--- config.mk ---
export PLATFORM = sky130hd
export DESIGN_NAME = hazard_ctrl
export DESIGN_NICKNAME = d
export VERILOG_FILES = /design/src/rtl/hazard_ctrl_pkg.sv /design/src/rtl/hazard_ctrl_instr_class.sv /design/src/rtl/hazard_ctrl.sv
export SDC_FILE = /design/constraint.sdc
export NUM_CORES = 1
export LEC_CHECK = 0
export ABC_AREA = 1
export CORE_ASPECT_RATIO = 0.5
export CORE_MARGIN = 1
export CORE_UTILIZATION = 45
export CTS_CLUSTER_SIZE = 25
export DETAILED_ROUTE_END_ITERATION = 7
export GPL_TIMING_DRIVEN = 0
export HOLD_SLACK_MARGIN = 0.08
export MAX_ROUTING_LAYER = met4
export PLACE_DENSITY = 0.94
export SETUP_SLACK_MARGIN = 0.02
export SLEW_MARGIN = 10
export SYNTH_ARGS = -nofsm -noshare
export SYNTH_HDL_FRONTEND = slang
export SYNTH_SLANG_ARGS = --single-unit
--- constraint.sdc ---
create_clock -name Clk -period 3.3 [get_ports Clk]
set_input_delay 0.66 -clock Clk [delete_from_list [all_inputs] [get_ports Clk]]
set_output_delay 0.66 -clock Clk [all_outputs]
set_load 0.005 [all_outputs]
--- src/rtl/hazard_ctrl_pkg.sv ---
// Shared MIPS decode constants: opcodes, functs, Tuse/Tnew encodings and the
// per-instruction hazard descriptor produced by instr_class.
package mips_defs;

  localparam logic [5:0] SPECIAL = 6'h00;
  localparam logic [5:0] JAL     = 6'h03;
  localparam logic [5:0] BEQ     = 6'h04;
  localparam logic [5:0] BNE     = 6'h05;
  localparam logic [5:0] ORI     = 6'h0D;
  localparam logic [5:0] LUI     = 6'h0F;
  localparam logic [5:0] LW      = 6'h23;
  localparam logic [5:0] SW      = 6'h2B;

  localparam logic [5:0] JR      = 6'h08;
  localparam logic [5:0] JALR    = 6'h09;
  localparam logic [5:0] MFHI    = 6'h10;
  localparam logic [5:0] MTHI    = 6'h11;
  localparam logic [5:0] MFLO    = 6'h12;
  localparam logic [5:0] MTLO    = 6'h13;
  localparam logic [5:0] MULT    = 6'h18;
  localparam logic [5:0] MULTU   = 6'h19;
  localparam logic [5:0] DIV     = 6'h1A;
  localparam logic [5:0] DIVU    = 6'h1B;
  localparam logic [5:0] ADD     = 6'h20;
  localparam logic [5:0] ADDU    = 6'h21;
  localparam logic [5:0] SUB     = 6'h22;
  localparam logic [5:0] SUBU    = 6'h23;

  // TNONE marks an unread source: it is never below any Tnew (max 2).
  localparam logic [1:0] T0    = 2'd0;
  localparam logic [1:0] T1    = 2'd1;
  localparam logic [1:0] T2    = 2'd2;
  localparam logic [1:0] TNONE = 2'd3;

  localparam logic [4:0] REG_RA = 5'd31;

  typedef struct packed {
    logic [4:0] rs;
    logic [4:0] rt;
    logic [4:0] dest;
    logic [1:0] tuse_rs;
    logic [1:0] tuse_rt;
    logic [1:0] tnew_e;
    logic       is_md;
    logic       is_md_start;
    logic       is_div;
  } instr_info_t;

endpackage

--- src/rtl/hazard_ctrl_instr_class.sv ---
// Combinational IR decode into source/dest registers, Tuse per source,
// Tnew as seen from E, and HI/LO unit classification.
module instr_class
  import mips_defs::*;
(
  input  logic [31:0] ir,
  output instr_info_t info
);

  logic [5:0] op;
  logic [5:0] fn;
  logic       unused_shamt;

  assign op           = ir[31:26];
  assign fn           = ir[5:0];
  assign unused_shamt = ^ir[10:6];

  always_comb begin
    info             = '0;
    info.rs          = ir[25:21];
    info.rt          = ir[20:16];
    info.tuse_rs     = TNONE;
    info.tuse_rt     = TNONE;
    info.tnew_e      = T0;
    case (op)
      SPECIAL: begin
        case (fn)
          ADD, ADDU, SUB, SUBU: begin
            info.dest    = ir[15:11];
            info.tuse_rs = T1;
            info.tuse_rt = T1;
            info.tnew_e  = T1;
          end
          JR: info.tuse_rs = T0;
          JALR: begin
            info.dest    = ir[15:11];
            info.tuse_rs = T0;
          end
          MFHI, MFLO: begin
            info.dest   = ir[15:11];
            info.tnew_e = T1;
            info.is_md  = 1'b1;
          end
          MTHI, MTLO: begin
            info.tuse_rs = T1;
            info.is_md   = 1'b1;
          end
          MULT, MULTU, DIV, DIVU: begin
            info.tuse_rs     = T1;
            info.tuse_rt     = T1;
            info.is_md       = 1'b1;
            info.is_md_start = 1'b1;
            info.is_div      = (fn == DIV) || (fn == DIVU);
          end
          default: ;
        endcase
      end
      LW: begin
        info.dest    = ir[20:16];
        info.tuse_rs = T1;
        info.tnew_e  = T2;
      end
      SW: begin
        info.tuse_rs = T1;
        info.tuse_rt = T2;
      end
      BEQ, BNE: begin
        info.tuse_rs = T0;
        info.tuse_rt = T0;
      end
      JAL: info.dest = REG_RA;
      ORI: begin
        info.dest    = ir[20:16];
        info.tuse_rs = T1;
        info.tnew_e  = T1;
      end
      LUI: begin
        info.dest   = ir[20:16];
        info.tnew_e = T1;
      end
      default: ;
    endcase
  end

endmodule

--- src/rtl/hazard_ctrl.sv ---
// Pipeline stall/flush control for the 5-stage core: Tuse/Tnew interlock of D
// against E and M producers, plus the busy counter serialising the HI/LO unit.
module hazard_ctrl
  import mips_defs::*;
#(
  parameter int MULT_CYC = 5,
  parameter int DIV_CYC  = 10,
  parameter int CNT_W    = 4
) (
  input  logic        Clk,
  input  logic        Rst,
  input  logic [31:0] D_IR,
  input  logic [31:0] E_IR,
  input  logic [31:0] M_IR,
  output logic        PC_We,
  output logic        D_We,
  output logic        E_Flush,
  output logic        M_We,
  output logic        W_We,
  output logic        md_start,
  output logic        md_busy,
  output logic [31:0] stall_cnt
);

  localparam logic [CNT_W-1:0] MULT_LD = CNT_W'(MULT_CYC);
  localparam logic [CNT_W-1:0] DIV_LD  = CNT_W'(DIV_CYC);

  instr_info_t      d_info, e_info, m_info;
  logic [CNT_W-1:0] mdu_cnt;
  logic [1:0]       tnew_m;
  logic             data_stall, md_stall, stall;
  logic             unused_fields;

  function automatic logic src_hazard(input logic [4:0] src, input logic [1:0] tuse,
                                      input logic [4:0] dest, input logic [1:0] tnew);
    return (dest != 5'd0) && (src == dest) && (tuse < tnew);
  endfunction

  function automatic logic [31:0] sat_inc(input logic [31:0] v);
    return (v == 32'hFFFF_FFFF) ? v : v + 32'd1;
  endfunction

  instr_class u_d_class (.ir(D_IR), .info(d_info));
  instr_class u_e_class (.ir(E_IR), .info(e_info));
  instr_class u_m_class (.ir(M_IR), .info(m_info));

  assign unused_fields = ^{d_info.dest, d_info.tnew_e, d_info.is_md_start, d_info.is_div,
                           e_info.rs, e_info.rt, e_info.tuse_rs, e_info.tuse_rt, e_info.is_md,
                           m_info.rs, m_info.rt, m_info.tuse_rs, m_info.tuse_rt,
                           m_info.is_md, m_info.is_md_start, m_info.is_div};

  // One stage further down, every producer is one cycle closer to its result.
  assign tnew_m = (m_info.tnew_e == T0) ? T0 : m_info.tnew_e - 2'd1;

  assign data_stall =
      src_hazard(d_info.rs, d_info.tuse_rs, e_info.dest, e_info.tnew_e) ||
      src_hazard(d_info.rt, d_info.tuse_rt, e_info.dest, e_info.tnew_e) ||
      src_hazard(d_info.rs, d_info.tuse_rs, m_info.dest, tnew_m) ||
      src_hazard(d_info.rt, d_info.tuse_rt, m_info.dest, tnew_m);

  assign md_busy  = (mdu_cnt != '0);
  assign md_start = !Rst && !md_busy && e_info.is_md_start;
  assign md_stall = (md_busy || md_start) && d_info.is_md;
  assign stall    = data_stall || md_stall;

  always_comb begin
    PC_We   = 1'b1;
    D_We    = 1'b1;
    E_Flush = 1'b0;
    M_We    = 1'b1;
    W_We    = 1'b1;
    if (Rst) begin
      E_Flush = 1'b1;
    end else if (stall) begin
      PC_We   = 1'b0;
      D_We    = 1'b0;
      E_Flush = 1'b1;
    end
  end

  always_ff @(posedge Clk) begin
    if (Rst) begin
      mdu_cnt   <= '0;
      stall_cnt <= '0;
    end else begin
      if (md_start)
        mdu_cnt <= e_info.is_div ? DIV_LD : MULT_LD;
      else if (md_busy)
        mdu_cnt <= mdu_cnt - CNT_W'(1);
      if (stall)
        stall_cnt <= sat_inc(stall_cnt);
    end
  end

endmodule

### Yosys cells after proc, flatten, opt, wreduce, memory -nomap -nowiden

Cells that the tools add are included.

| cells by class | value |
|---|---|
| add/subtract/negate cells | 3 |
| $lt $le $gt $ge | 4 |
| equality and inequality tests | 50 |
| muxes and demuxes | 25 |
| bitwise gates (word level) | 1 |
| reductions and logical operators | 45 |

Operators by type and width:

| operator | number |
|---|---|
| 6-bit by 5-bit == test with 1-bit output (second input constant) | 16 |
| 6-bit == test (second input constant) | 16 |
| 6-bit by 4-bit == test with 1-bit output (second input constant) | 9 |
| 32-bit by 1-bit adder with 32-bit output (second input constant) | 1 |
| 32-bit == test (second input constant) | 1 |
| 5-bit one-hot mux with 3 select lines | 2 |
| 2-bit one-hot mux with 3 select lines | 4 |
| 5-bit == test | 4 |
| 6-bit logical NOT | 3 |
| 8-bit OR reduction | 2 |
| 7-bit OR reduction | 2 |
| 6-bit by 2-bit == test with 1-bit output (second input constant) | 2 |
| 6-bit by 3-bit == test with 1-bit output (second input constant) | 2 |
| 4-bit two-way mux | 3 |
| 6-bit OR reduction | 2 |
| 1-bit logical AND | 11 |
| 2-bit two-way mux | 5 |
| 5-bit two-way mux | 2 |
| 5-bit nonzero test | 2 |
| 10-bit OR reduction | 1 |
| 3-bit OR reduction | 3 |
| 2-bit less-than comparator | 4 |
| 2-bit OR reduction | 4 |
| 4-bit OR reduction | 2 |
| 12 further kinds | 25 |

| storage, ports and cells | value |
|---|---|
| register bits | 36 |
| input bits | 98 |
| output and inout port bits | 39 |
| logic and storage cells | 130 |

### Longest topological paths before layout

Gate-level depths: netlist (run 1).

| logic depth | value |
|---|---|
| word-level depth | 13 |
| mapped depth | 18 |
| gate-level depth less buffers | 18 |

### Modules after synthesis

Synthesis (run 1) repeated with hierarchy kept, for this count alone.

| unflattened totals | value |
|---|---|
| cell total of the unflattened synthesis | 790 |
| area, all modules | 4414.2 um^2 |

By module, submodules not included:

| module | times used | cells an instance | area an instance (um^2) | seq. area each (um^2) |
|---|---|---|---|---|
| hazard_ctrl | 1 | 472 | 2887.8 | 720.7 |
| instr_class (u_d_class ...) | 2 | 109 | 518.0 | 0.0 |
| instr_class (u_m_class) | 1 | 100 | 490.5 | 0.0 |

### Worst setup path before layout (run 1)

OpenSTA, ideal clock, no wires.

| path | value |
|---|---|
| kind | input to output |
| start | input D_IR[4] |
| end | output PC_We |
| arrival | 2.387 ns |
| required time | 2.640 ns |
| path slack | 0.253 ns |
| stages | 17 |
| path buffers | 2 |
| cells stage by stage | inv_1 nor2_1 nand2_1 nand2_1 a31o_2 o22ai_1 ha_1 o21ai_0 nand3_1 nor2_1 nand2_1 nand2_1 nand2_1 nand3_2 buf_4 nand2_1 buf_4 |

| between the ends | value |
|---|---|
| longest elaborated chain between the ends | 12 |
| elaborated cells between the ends (all ways) | 39 |
| classes of those cells | 4 x order compare; 14 x eq/ne; 8 x mux; 13 x reduce/logical |

Ends and longest elaborated chain:

| what | RTL line | RTL |
|---|---|---|
| start, declared | hazard_ctrl.sv:12 | `input logic [31:0] D_IR,` |
| 6-bit by 5-bit == test with 1-bit output, or another cell as far along | hazard_ctrl_instr_class.sv:27 | `case (fn)` |
| 10-bit OR reduction (no source line), or another cell as far along | - |  |
| 2-bit one-hot mux with 2 select lines / 2-bit two-way mux (equally long branches) | hazard_ctrl_instr_class.sv:27 |  |
| 2-bit one-hot mux with 3 select lines | hazard_ctrl_instr_class.sv:25 | `case (op)` |
| 2-bit less-than comparator | hazard_ctrl.sv:36 | `return (dest != 5'd0) && (src == dest) && (tuse < tnew);` |
| 1-bit logical AND | hazard_ctrl.sv:36 |  |
| 1-bit logical OR | hazard_ctrl.sv:56 | `src_hazard(d_info.rs, d_info.tuse_rs, e_info.dest, e_info.tnew_e) \|\|` |
| 1-bit logical OR | hazard_ctrl.sv:57 | `src_hazard(d_info.rt, d_info.tuse_rt, e_info.dest, e_info.tnew_e) \|\|` |
| 1-bit logical OR | hazard_ctrl.sv:58 | `src_hazard(d_info.rs, d_info.tuse_rs, m_info.dest, tnew_m) \|\|` |
| 1-bit logical OR (*) | hazard_ctrl.sv:64 | `assign stall = data_stall \|\| md_stall;` |
| 1-bit two-way mux (*) (2 in a row) | - |  |
| end, declared | hazard_ctrl.sv:15 | `output logic PC_We,` |

Every way passes the cells marked *; elsewhere a longest branch is shown, timed or not.

### Worst setup path after layout (run 1)

| path | value |
|---|---|
| start | input D_IR[31] |
| end | output PC_We |

| between the ends | value |
|---|---|
| longest elaborated chain between the ends | 11 |
| elaborated cells between the ends (all ways) | 26 |
| classes of those cells | 4 x order compare; 5 x eq/ne; 5 x mux; 12 x reduce/logical |

Ends and longest elaborated chain:

| what | RTL line | RTL |
|---|---|---|
| 6-bit == test, or another cell as far along | hazard_ctrl_instr_class.sv:25 |  |
| 3-bit OR reduction (no source line) / 2-bit OR reduction (equally long branches) | - |  |
| 2-bit one-hot mux with 3 select lines | hazard_ctrl_instr_class.sv:25 |  |
| 2-bit less-than comparator | hazard_ctrl.sv:36 |  |
| 1-bit logical AND | hazard_ctrl.sv:36 |  |
| 1-bit logical OR | hazard_ctrl.sv:56 |  |
| 1-bit logical OR | hazard_ctrl.sv:57 |  |
| 1-bit logical OR | hazard_ctrl.sv:58 |  |
| 1-bit logical OR (*) | hazard_ctrl.sv:64 |  |
| 1-bit two-way mux (*) | hazard_ctrl.sv:74 | `end else if (stall) begin` |
| 1-bit two-way mux (*) | hazard_ctrl.sv:72 | `if (Rst) begin` |

Marks and branches as above.

==> results of run 1 <==
==> flip-flops by register name, indices dropped and copies added (netlist names) <==
name	count
mdu_cnt	4
stall_cnt	32
==> synth_stat cells (all sizes together) <==
cell type  number
nor3b           3
nor4            9
o32ai           1
conb            1
o31ai           1
o21ai           7
nand4          26
o22ai           1
buf            12
a21oi          34
xnor2           8
nor3           15
ha              7
xor2           23
inv            72
a211oi          1
nand3b          3
nand2         160
o2111ai         1
nor2           76
a31oi           1
dfxtp          36
clkbuf          8
nand3          81
or2             1
a31o            1
==> layout make-up <==
class	count	area, sq um
Clock inverter	3	42.5
Clock buffer	5	125
Inverter	72	270
Sequential cell	36	721
Tap cell	96	120
Multi-Input combinational cell	464	2790
Buffer	19	126
Fill cell	587	2000
Timing Repair Buffer	120	1150
==> kinds of logic after synthesis <==
kind of cell | Yosys count | share of synthesized area [%]
simple gates | 374 | 49.2
buf+inv | 92 | 11.5
compound gates | 48 | 7.57
flops | 36 | 21.1
xor+xnor | 31 | 7.94
fa+ha+maj | 7 | 2.56
other cells | 1 | 0.110
==> power by group through the flow <==
| stage | Combinational (mW) | Clock, mW | Sequential [mW] |
|---|---|---|---|
| floorplan | 0.169 | 0 | 0.470 |
| global placement | 0.303 | 0 | 0.473 |
| detailed placement | 0.311 | 0 | 0.474 |
| CTS | 0.333 | 0.546 | 0.465 |
| global route | 0.407 | 0.567 | 0.468 |
| finish | 0.368 | 0.546 | 0.465 |
==> timing repair <==
item,4_1_cts,5_1_grt
setup endpoints to repair,3,3
hold buffers,0,0
resized for setup,74,115
pin swaps,24,43
endpoints found under the hold margin,0,0
buffers inserted,6,11
==> worst paths after layout <==
check | start | end | cells past startpoint
worst max-delay path | D_IR[31] | PC_We | 16
worst min-delay path | stall_cnt[31] | stall_cnt[31] | 2
worst max register to register | stall_cnt[0] | stall_cnt[17] | 13
worst min register to register | stall_cnt[31] | stall_cnt[31] | 2
==> tightest hold or removal path, delay by kind of cell (launching register included) <==
family | cells | cell delay [ns]
compound gates | 1 | 0.05
flops | 1 | 0.32
simple gates | 1 | 0.06
==> routing by layer <==
metal  GRT usage, %  wire [um]  up-vias
li1               -          -     2187
met4           8.08        294        0
met5              -          0        -
met3           3.57        730       38
met2           49.6       5880      208
met1           32.0       4980     2052
==> impl_results.md, run 1 <==
- Leading post-synthesis cells by cell area: dfxtp_1 (21%), nand2_1 (17%), nand3_1 (12%), nor2_1 (7.9%), inv_1 (7.8%)
- Commonest non-fill, non-tap cell in the layout: nand2_1
- TritonCTS clock tree: done
- Area growth, synth to finish: 56.3%
- Avg WL per Cell: 14.6 um
- Final #Nets: 823
- Fmax: 310 MHz
- CTS Root Cell: clkbuf_16
- Gr ovfl total: 0
- First-pass GRT wire length: 17300 um
- Flop pwr share: 33.7%
- R2R setup slack: 0.68 ns
- CP Max Fanout: 3
- Routability congestion estimate: 0.944
- DR vias/cell: 5.50
- Failing checks: DRC
- Worst setup SP type: primary input
- Starting Density: 46.5%
- I/O pin cnt: 137
- Sequential share of the synthesized area: 21.1%
- Switch share: 29.2%
- Core area: 7350 sq um
- Clock Latency Late Sink: 0.29 ns
- Power per cell area: 258 nW/um^2
- H-tree levels: 2
- Final instance area: 5350 sq um
- Min Tclk post-route: 3.22 ns
- Post-synth top area cell: dfxtp_1
- Dpl cells: 791
- Vias in the first global route: 3959
- Setup tns final: 0 ns
- Worst path arrival time: 2.56 ns
- Crit path largest cell delay: 0.27 ns
- Antenna violations before repair: 0
- Port Buffer Count: 103
- Final setup viols: 0
- Die area: 7980 sq um
- Commonest cells after routing, fill and taps aside: nand2_1 (129), clkdlybuf4s50_1 (71), inv_1 (62)
- Clock Skew: 0.00455 ns
- YS warnings: 0
- Internal Power: 0.976 mW
- VDD IR max: 0.191 mV
- Final WL: 11900 um
- Hold crit path type: reg -> reg
- Worst EP required: 2.64 ns
- Antenna viol nets, final: 0
- Status: finished, violations left
- P_sw: 0.403 mW
- Total power draw: 1.38 mW
- Post-Synthesis Cell Area: 3420 sq um
- #FFs+latches synth: 36
- Die H: 63.7 um
- Initial DRC Count: 297
- Share of cells above drive strength 1: 20.9%
- Synth top area share: 21.1%
- Hold WS: 0.484 ns
- DP HPWL: 8390 um
- Final core occ: 72.7%
- Total track usage: 27.4%
- Routed via count: 4485
- Placed cell area: 4580 sq um
- Clock share of power: 39.6%
- Slew Viols, Final: 0
- Pre-CTS worst setup slack: -0.937 ns
- Worst setup margin: 0.0766 ns
- Buf/Inv on CP: 4
- Combinational power share: 26.7%
- Clock tree buffer depth: 2
- Leakage: 2.44 nW
- Cell mode on critical path: nand2_1
- Drt first pass iters: 7
- Crit. End Element: output pin
- Syn Area/Cell: 5.81 sq um
- Critical path's top delay family: simple AND/OR/NAND/NOR gates
- Maxcap violations: 0
- Crit Path Category: in -> out
- Final Non-Filler Cells: 815
- Fin. Hold Viols: 0
- Clock sinks: 36
- Syn Inst Count: 589
- Pin count of the biggest net entering global routing: 16
- Core Rows: 22
- Slowest-stage cell, CP: ha_1
- Cell variety after synth: 36
- CP cell instances: clkbuf_2 > nor2_2 > nand3_2 > buf_4 > o21ai_4 > ha_1 > nand2_1 > nand2_1 > nor2_1 > nand3_1 > nand2_1 > nand2_2 > nand3_4 > nand2_4 > buf_6 > buf_2
- Die W: 125 um
- DRC violations left: 4
- Final period utilization: 97.7%
- Num CTS Buffers: 5
- Reg clk slew, reported paths: 0.06 ns
- ANT cells: 0
Power figures use the tool's default switching activity.
==> inputs of run 2 (changes only) <==
Settings changed: CTS_CLUSTER_DIAMETER set to 30.
==> results of run 2 <==
Same layout as run 1: the final DEF is identical, and so are final timing and power.
